`config.mk`:
```
export PLATFORM = sky130hd
export DESIGN_NAME = session_timeout_ctrl_flat
export DESIGN_NICKNAME = d
export VERILOG_FILES = /design/src/rtl/pos_timing_pkg.sv /design/src/rtl/session_timeout_ctrl_if.sv /design/src/rtl/tick_prescaler.sv /design/src/rtl/session_timeout_ctrl.sv /design/src/flat_wrapper.sv
export SDC_FILE = /design/constraint.sdc
export NUM_CORES = 1
export LEC_CHECK = 0
export CAP_MARGIN = 20
export CORE_MARGIN = 4
export CORE_UTILIZATION = 56
export CTS_CLUSTER_SIZE = 8
export DETAILED_ROUTE_END_ITERATION = 10
export PLACE_DENSITY_LB_ADDON = 0.25
export RECOVER_POWER = 100
export SLEW_MARGIN = 0
export SYNTH_ARGS = -nofsm -noshare
export SYNTH_HDL_FRONTEND = slang
export SYNTH_SLANG_ARGS = --single-unit
```
`constraint.sdc`:
```
create_clock -name clockIn -period 2.6 [get_ports clockIn]
set_clock_uncertainty 0.15 [all_clocks]
set_input_delay 0.52 -clock clockIn [delete_from_list [all_inputs] [get_ports clockIn]]
set_output_delay 0.52 -clock clockIn [all_outputs]
set_load 0.03 [all_outputs]
```
`src/rtl/pos_timing_pkg.sv`:
```
// Shared timing definitions for the POS timebase blocks: system clock rate,
// session state encoding and the prescaler counter width helper.
package pos_timing_pkg;

  localparam int SYS_CLK_HZ = 50_000_000;

  typedef enum logic [1:0] {
    IDLE    = 2'd0,
    RUN     = 2'd1,
    PAUSE   = 2'd2,
    EXPIRED = 2'd3
  } session_state_t;

  // Bits needed to count 0..div-1; never narrower than one bit.
  function automatic int presc_width(input int div);
    return (div <= 2) ? 1 : $clog2(div);
  endfunction

endpackage

```
`src/rtl/session_timeout_ctrl_if.sv`:
```
// Control/status bundle between the session timeout controller and its users.
// SESSION_WARN_BEEP_EN adds the beepOut buzzer output.
interface session_timeout_ctrl_if;
  logic       start;
  logic       activity;
  logic       pause;
  logic       abort;
  logic [7:0] timeoutLoad;
  logic       tick;
  logic       secTick;
  logic [7:0] remaining;
  logic       running;
  logic       warning;
  logic       expired;
  logic       timedOut;
`ifdef SESSION_WARN_BEEP_EN
  logic       beepOut;
`endif

  modport master (
`ifdef SESSION_WARN_BEEP_EN
    input  beepOut,
`endif
    output start, activity, pause, abort, timeoutLoad,
    input  tick, secTick, remaining, running, warning, expired, timedOut
  );

  modport slave (
`ifdef SESSION_WARN_BEEP_EN
    output beepOut,
`endif
    input  start, activity, pause, abort, timeoutLoad,
    output tick, secTick, remaining, running, warning, expired, timedOut
  );

endinterface

```
`src/rtl/tick_prescaler.sv`:
```
// Free-running divider producing a registered one-cycle strobe every DIV cycles.
module tick_prescaler #(
  parameter int DIV = 50_000
) (
  input  logic clockIn,
  input  logic reset,
  output logic tick
);
  import pos_timing_pkg::*;

  localparam int               CNT_W    = presc_width(DIV);
  localparam logic [CNT_W-1:0] CNT_LAST = CNT_W'(DIV - 1);

  logic [CNT_W-1:0] r_count;
  logic             r_tick;

  always_ff @(posedge clockIn or posedge reset) begin
    if (reset) begin
      r_count <= '0;
      r_tick  <= 1'b0;
    end else if (r_count == CNT_LAST) begin
      r_count <= '0;
      r_tick  <= 1'b1;
    end else begin
      r_count <= r_count + 1'b1;
      r_tick  <= 1'b0;
    end
  end

  assign tick = r_tick;

endmodule

```
`src/rtl/session_timeout_ctrl.sv`:
```
// POS session timebase: tick strobe plus a pausable, reloadable session countdown.
// Optional buzzer output when SESSION_WARN_BEEP_EN is defined.
module session_timeout_ctrl #(
  parameter int CLK_HZ    = pos_timing_pkg::SYS_CLK_HZ,
  parameter int TICK_HZ   = 1000,
  parameter int TIMEOUT_S = 30,
  parameter int WARN_S    = 5
) (
  input logic                   clockIn,
  input logic                   reset,
  session_timeout_ctrl_if.slave bus
);
  import pos_timing_pkg::*;

  localparam int               SEC_W       = presc_width(TICK_HZ);
  localparam logic [SEC_W-1:0] SEC_LAST    = SEC_W'(TICK_HZ - 1);
  localparam logic [7:0]       DEFAULT_LEN = 8'(TIMEOUT_S);
  localparam logic [7:0]       WARN_LEN    = 8'(WARN_S);

  session_state_t   r_state, w_state_next;
  logic [SEC_W-1:0] r_sec_count, w_sec_count_next;
  logic [7:0]       r_session_len, w_session_len_next;
  logic [7:0]       r_remaining, w_remaining_next;
  logic             r_sec_tick, w_sec_tick_next;
  logic             r_expired, w_expired_next;
  logic             w_tick;
  logic             w_running;
  logic             w_warning;

  tick_prescaler #(.DIV(CLK_HZ / TICK_HZ)) u_prescaler (
    .clockIn (clockIn),
    .reset   (reset),
    .tick    (w_tick)
  );

  always_ff @(posedge clockIn or posedge reset) begin
    if (reset) begin
      r_state       <= IDLE;
      r_sec_count   <= '0;
      r_session_len <= '0;
      r_remaining   <= '0;
      r_sec_tick    <= 1'b0;
      r_expired     <= 1'b0;
    end else begin
      r_state       <= w_state_next;
      r_sec_count   <= w_sec_count_next;
      r_session_len <= w_session_len_next;
      r_remaining   <= w_remaining_next;
      r_sec_tick    <= w_sec_tick_next;
      r_expired     <= w_expired_next;
    end
  end

  // Priority: abort > start > activity > pause/countdown.
  always_comb begin
    w_state_next       = r_state;
    w_sec_count_next   = r_sec_count;
    w_session_len_next = r_session_len;
    w_remaining_next   = r_remaining;
    w_sec_tick_next    = 1'b0;
    w_expired_next     = 1'b0;

    if (bus.abort) begin
      w_state_next     = IDLE;
      w_remaining_next = '0;
      w_sec_count_next = '0;
    end else if (bus.start) begin
      w_session_len_next = (bus.timeoutLoad == 8'd0) ? DEFAULT_LEN : bus.timeoutLoad;
      w_remaining_next   = (bus.timeoutLoad == 8'd0) ? DEFAULT_LEN : bus.timeoutLoad;
      w_sec_count_next   = '0;
      w_state_next       = bus.pause ? PAUSE : RUN;
    end else if (bus.activity && w_running) begin
      w_remaining_next = r_session_len;
      w_sec_count_next = '0;
    end else begin
      case (r_state)
        RUN: begin
          if (bus.pause) begin
            w_state_next = PAUSE;
          end
          // A second completing in the cycle pause rises is still counted.
          if (w_tick) begin
            if (r_sec_count == SEC_LAST) begin
              w_sec_count_next = '0;
              w_sec_tick_next  = 1'b1;
              if (r_remaining <= 8'd1) begin
                w_remaining_next = '0;
                w_state_next     = EXPIRED;
                w_expired_next   = 1'b1;
              end else begin
                w_remaining_next = r_remaining - 8'd1;
              end
            end else begin
              w_sec_count_next = r_sec_count + 1'b1;
            end
          end
        end
        PAUSE: begin
          if (!bus.pause) begin
            w_state_next = RUN;
          end
        end
        default: begin
        end
      endcase
    end
  end

  assign w_running = (r_state == RUN) || (r_state == PAUSE);
  assign w_warning = (WARN_S != 0) && w_running && (r_remaining <= WARN_LEN);

  assign bus.tick      = w_tick;
  assign bus.secTick   = r_sec_tick;
  assign bus.remaining = r_remaining;
  assign bus.running   = w_running;
  assign bus.warning   = w_warning;
  assign bus.expired   = r_expired;
  assign bus.timedOut  = (r_state == EXPIRED);

`ifdef SESSION_WARN_BEEP_EN
  localparam int                BEEP_DIV  = (TICK_HZ / 4 < 1) ? 1 : TICK_HZ / 4;
  localparam int                BEEP_W    = presc_width(BEEP_DIV);
  localparam logic [BEEP_W-1:0] BEEP_LAST = BEEP_W'(BEEP_DIV - 1);

  logic [BEEP_W-1:0] r_beep_count;
  logic              r_beep;

  // Half-period of the 2 Hz buzzer tone is a quarter second of ticks.
  always_ff @(posedge clockIn or posedge reset) begin
    if (reset) begin
      r_beep_count <= '0;
      r_beep       <= 1'b0;
    end else if (!w_warning) begin
      r_beep_count <= '0;
      r_beep       <= 1'b0;
    end else if (w_tick) begin
      if (r_beep_count == BEEP_LAST) begin
        r_beep_count <= '0;
        r_beep       <= ~r_beep;
      end else begin
        r_beep_count <= r_beep_count + 1'b1;
      end
    end
  end

  assign bus.beepOut = r_beep;
`endif

endmodule

```
`src/flat_wrapper.sv`:
```
// flat-port wrapper written by rule: the top's interface ports become plain ports
module session_timeout_ctrl_flat import pos_timing_pkg::*;
#(
  parameter int CLK_HZ    = pos_timing_pkg::SYS_CLK_HZ,
  parameter int TICK_HZ   = 1000,
  parameter int TIMEOUT_S = 30,
  parameter int WARN_S    = 5
)
  (clockIn, reset, bus_start, bus_activity, bus_pause, bus_abort, bus_timeoutLoad, bus_tick, bus_secTick, bus_remaining, bus_running, bus_warning, bus_expired, bus_timedOut);
  session_timeout_ctrl_if bus_i ();
  input logic clockIn;
  input logic reset;
  input wire logic [$bits(bus_i.start)-1:0] bus_start;
  input wire logic [$bits(bus_i.activity)-1:0] bus_activity;
  input wire logic [$bits(bus_i.pause)-1:0] bus_pause;
  input wire logic [$bits(bus_i.abort)-1:0] bus_abort;
  input wire logic [$bits(bus_i.timeoutLoad)-1:0] bus_timeoutLoad;
  output wire logic [$bits(bus_i.tick)-1:0] bus_tick;
  output wire logic [$bits(bus_i.secTick)-1:0] bus_secTick;
  output wire logic [$bits(bus_i.remaining)-1:0] bus_remaining;
  output wire logic [$bits(bus_i.running)-1:0] bus_running;
  output wire logic [$bits(bus_i.warning)-1:0] bus_warning;
  output wire logic [$bits(bus_i.expired)-1:0] bus_expired;
  output wire logic [$bits(bus_i.timedOut)-1:0] bus_timedOut;
  assign bus_i.start = bus_start;
  assign bus_i.activity = bus_activity;
  assign bus_i.pause = bus_pause;
  assign bus_i.abort = bus_abort;
  assign bus_i.timeoutLoad = bus_timeoutLoad;
  assign bus_tick = bus_i.tick;
  assign bus_secTick = bus_i.secTick;
  assign bus_remaining = bus_i.remaining;
  assign bus_running = bus_i.running;
  assign bus_warning = bus_i.warning;
  assign bus_expired = bus_i.expired;
  assign bus_timedOut = bus_i.timedOut;
  session_timeout_ctrl #(.CLK_HZ(CLK_HZ), .TICK_HZ(TICK_HZ), .TIMEOUT_S(TIMEOUT_S), .WARN_S(WARN_S)) u_core (.clockIn(clockIn), .reset(reset), .bus(bus_i));
endmodule
```
==> flow_summary.toml <==
[worst_setup_path]
path_max_fanout = 9
crit_family = "simple AND/OR/NAND/NOR gates"
cp.arrival_ns = 1.86
path_cells = "or4_4 > a2111oi_4 > buf_4"
end_kind = "primary output"
cp.required_ns = 1.93
cp-start-kind = "register"
crit_slowest_cell = "or4_4"
critPathBufInv = 1
reg2reg_slack_ns = 0.16
crit_type = "reg -> out"
timing.critical_path.slowest_cell_delay_ns = 0.55

[routing]
drt_iter0_drc = 363
wl_per_cell_um = 16.7
vias = 2371
postRouteWirelength_um = 6240
ant_nets = 0
route.detailed.drc = 0
first_pass_iters = 6
via_per_inst = 6.34

[synthesis]
synthMuxAreaShare_pct = 0.382
yosysSeqAreaShare_pct = 44.9
synth_cell_types = 52
synth_top_area_cell = "dfrtp_1"
synth_top_cell_area_share_pct = 44.9
ys_warn_count = 0
synth_simple_gate_area_share_pct = 25.1
synth_area_per_cell_um2 = 9.26
syn_area_mm2 = 0.00262
synth_edf_count = 0
synth_ff_type = "dfrtp_1"
synth_fp_nets = 304
synth_compound_area_share_pct = 18.6
yosys.area_share.xor_xnor_pct = 4.34
synth_top_family_by_area = "simple AND/OR/NAND/NOR gates"
ys_async_sr_fraction_pct = 100
synth_most_common_cell = "dfrtp_1"
postSynthCellCount = 283
ys_seq_elements = 47
synthTopCellsByCount = "dfrtp_1 (47), nand2_1 (30), a21oi_1 (21), nor2_1 (19)"
synth_adder_area_share_pct = 3.34
synth_area_leaders = "dfrtp_1 (45%), nand2_1 (4.3%), a21oi_1 (4.0%)"

[run_status]
outcome = "finished, final reports clean"

[global_route]
grt_pass1_wl_um = 10600
gr-total-overflow = 0
grt_max_degree = 48
track_usage_pct = 22.3
grt_pass1_vias = 2215
antenna_found_initial = 0

[power]
cellPowerDensity_mw_per_mm2 = 563
swShare_pct = 30.8
p_sw_mw = 0.543
seqPwrFrac_pct = 45.8
vdd_drop_max_mv = 0.369
combPwrFrac_pct = 24.1
clkPwrFrac_pct = 30.2
power_mw = 1.77
p_int_mw = 1.22
power.leakage_nw = 1.33

[flow_run]
drv_cap = 0

[die]
coreArea_mm2 = 0.00444
dieArea_mm2 = 0.00584
initial_core_util_pct = 59.0
chipHeight_um = 76.4
ioPinCount = 28
fp.dieW_um = 76.4
fp-row-count = 24

[timing]
setup_violations = 0
rsz0062_at_grt = "false"
drv_slew = 0
fmax_mhz = 396
fin_crit_sh_pct = 97.2
max-slew-margin-rel_pct = 22.8
min_period_ns = 2.53
max_slew.worst_pin.slew_ns = 1.16
final_hold_viol_count = 0
fin_setup_tns_ns = 0

[final_layout]
design_area_mm2 = 0.00314
seqCellArea_mm2 = 0.00118
fill_cells = 350
synthToLayoutAreaGrowth_pct = 19.7
drive_above_1_share_pct = 10.6
utilization_pct = 70.6
nNetsFinal = 343
n_antenna_cell = 0
multiInputGateArea_mm2 = 0.00138

[cts]
clock_latency_ns = 0.31
cts_buffer_depth = 2
tritoncts = "yes"
htreeDepth = 2
hold_buffers = 0
clk_pin_slew_worst_paths_ns = 0.09
cts_setup_buffers = 0
numCtsBuffers = 5
numClockSinks = 47
ctsRootBufferMaster = "clkbuf_8"

[place]
port_buffers = 27
gp_congestion = 0.932
placed_cell_area_mm2 = 0.00304
hpwlAfterDp_um = 4510

[hold_path]
hp-class = "reg -> reg"
[placed cells by master, fill, tap and decap left out, drive strengths merged, types with 2 or more instances in the layout]
master / count
a21oi: 21
o22ai: 3
a32o: 5
nand3b: 2
a31oi: 3
ha: 7
nand4: 4
buf: 11
and2: 4
nand3: 8
a211oi: 2
xor2: 9
clkbuf: 9
or4: 6
clkdlybuf4s50: 11
nor2: 19
or2: 2
a31o: 3
dfrtp: 47
xnor2: 4
a21o: 2
inv: 13
o21ai: 14
dlygate4sd3: 14
and4: 2
nor2b: 3
nand2b: 3
o2111ai: 2
nor3: 13
a22o: 2
nand2: 30
o311ai: 2
o31ai: 6
nor3b: 4
nand4b: 3
or3: 10
nor4: 3
[what timing repair did]
action                     in CTS  in global routing
pin swaps                       0                  0
setup endpoints to repair       2                  1
gates resized for setup         3                  3
cloned                          0                  0
[power groups by stage]
stage	Combinational [mW]	Clock, mW	Sequential [mW]
global route	0.458	0.576	0.813
CTS	0.425	0.542	0.805
finish	0.425	0.533	0.808
global placement	0.414	0	0.818
floorplan	0.238	0	0.848
detailed placement	0.418	0	0.820
[logic make-up (layout without fill, tap and decap cells)]
kind of cell,after synthesis,count (layout)
adders and majority gates,7,7
DFF,47,47
xor gates and xnor gates,13,13
AOI/OAI and AO/OA,72,72
and+or+nand+nor,120,120
muxes,1,1
buffers and inverters,23,62
[worst register-to-register path, stage by stage, from the launching register on]
cell      delay [ns]
dfrtp_1         0.44
inv_1           0.07
ha_1            0.41
nand2b_1        0.18
clkbuf_1        0.31
o311ai_0        0.28
a211o_1         0.34
a31oi_1         0.18
[path summary, 6_finish.rpt]
kind / startpoint / cells past startpoint / endpoint
setup / recovery: u_core.bus.remaining[4]$_DFFE_PP0P_ / 3 / bus_warning
hold / removal: u_core.u_prescaler.r_count[0]$_DFF_PP0_ / 1 / u_core.u_prescaler.r_count[0]$_DFF_PP0_
setup reg to reg: u_core.r_state[0]$_DFFE_PP0P_ / 7 / u_core.bus.remaining[1]$_DFFE_PP0P_
hold reg to reg: u_core.u_prescaler.r_count[0]$_DFF_PP0_ / 1 / u_core.u_prescaler.r_count[0]$_DFF_PP0_
max in group asynchronous: reset / 3 / u_core.bus.remaining[4]$_DFFE_PP0P_
min in group asynchronous: reset / 3 / u_core.u_prescaler.r_count[10]$_DFF_PP0_
[state kept, by name, summed over array words and instances, names as in the netlist]
name,cells
u_core.bus.expired,1
u_core.bus.remaining,8
u_core.bus.secTick,1
u_core.r_sec_count,10
u_core.r_session_len,8
u_core.r_state,2
u_core.u_prescaler.r_count,16
u_core.u_prescaler.tick,1
[per-layer routing]
layer / up-vias / track usage (%) / part of all wire (%)
li1: 1115 / - / -
met1: 1107 / 31.6 / 44
met2: 124 / 32.7 / 45
met3: 25 / 4.73 / 7.7
met4: 0 / 10.3 / 3.1
met5: - / 0 / 0
[cell type report]
type | count | share of cell area, %
Tap cell | 52 | 2.07
Clock inverter | 2 | 1.20
Sequential cell | 47 | 37.6
Inverter | 14 | 1.67
Clock buffer | 5 | 2.19
Timing Repair Buffer | 41 | 11.4
Multi-Input combinational cell | 213 | 43.9
[through the flow]
step | worst slack [ns] | hold WS, ns | instances
after floorplan | 0.0472 | 0.275 | 283
after global placement | 0.268 | 0.292 | 367
after detailed placement | 0.208 | 0.308 | 367
after CTS | 0.0131 | 0.319 | 374
after global routing | 0.00625 | 0.333 | 374
final | 0.0722 | 0.312 | 374
Power figures use the tool's default switching activity.
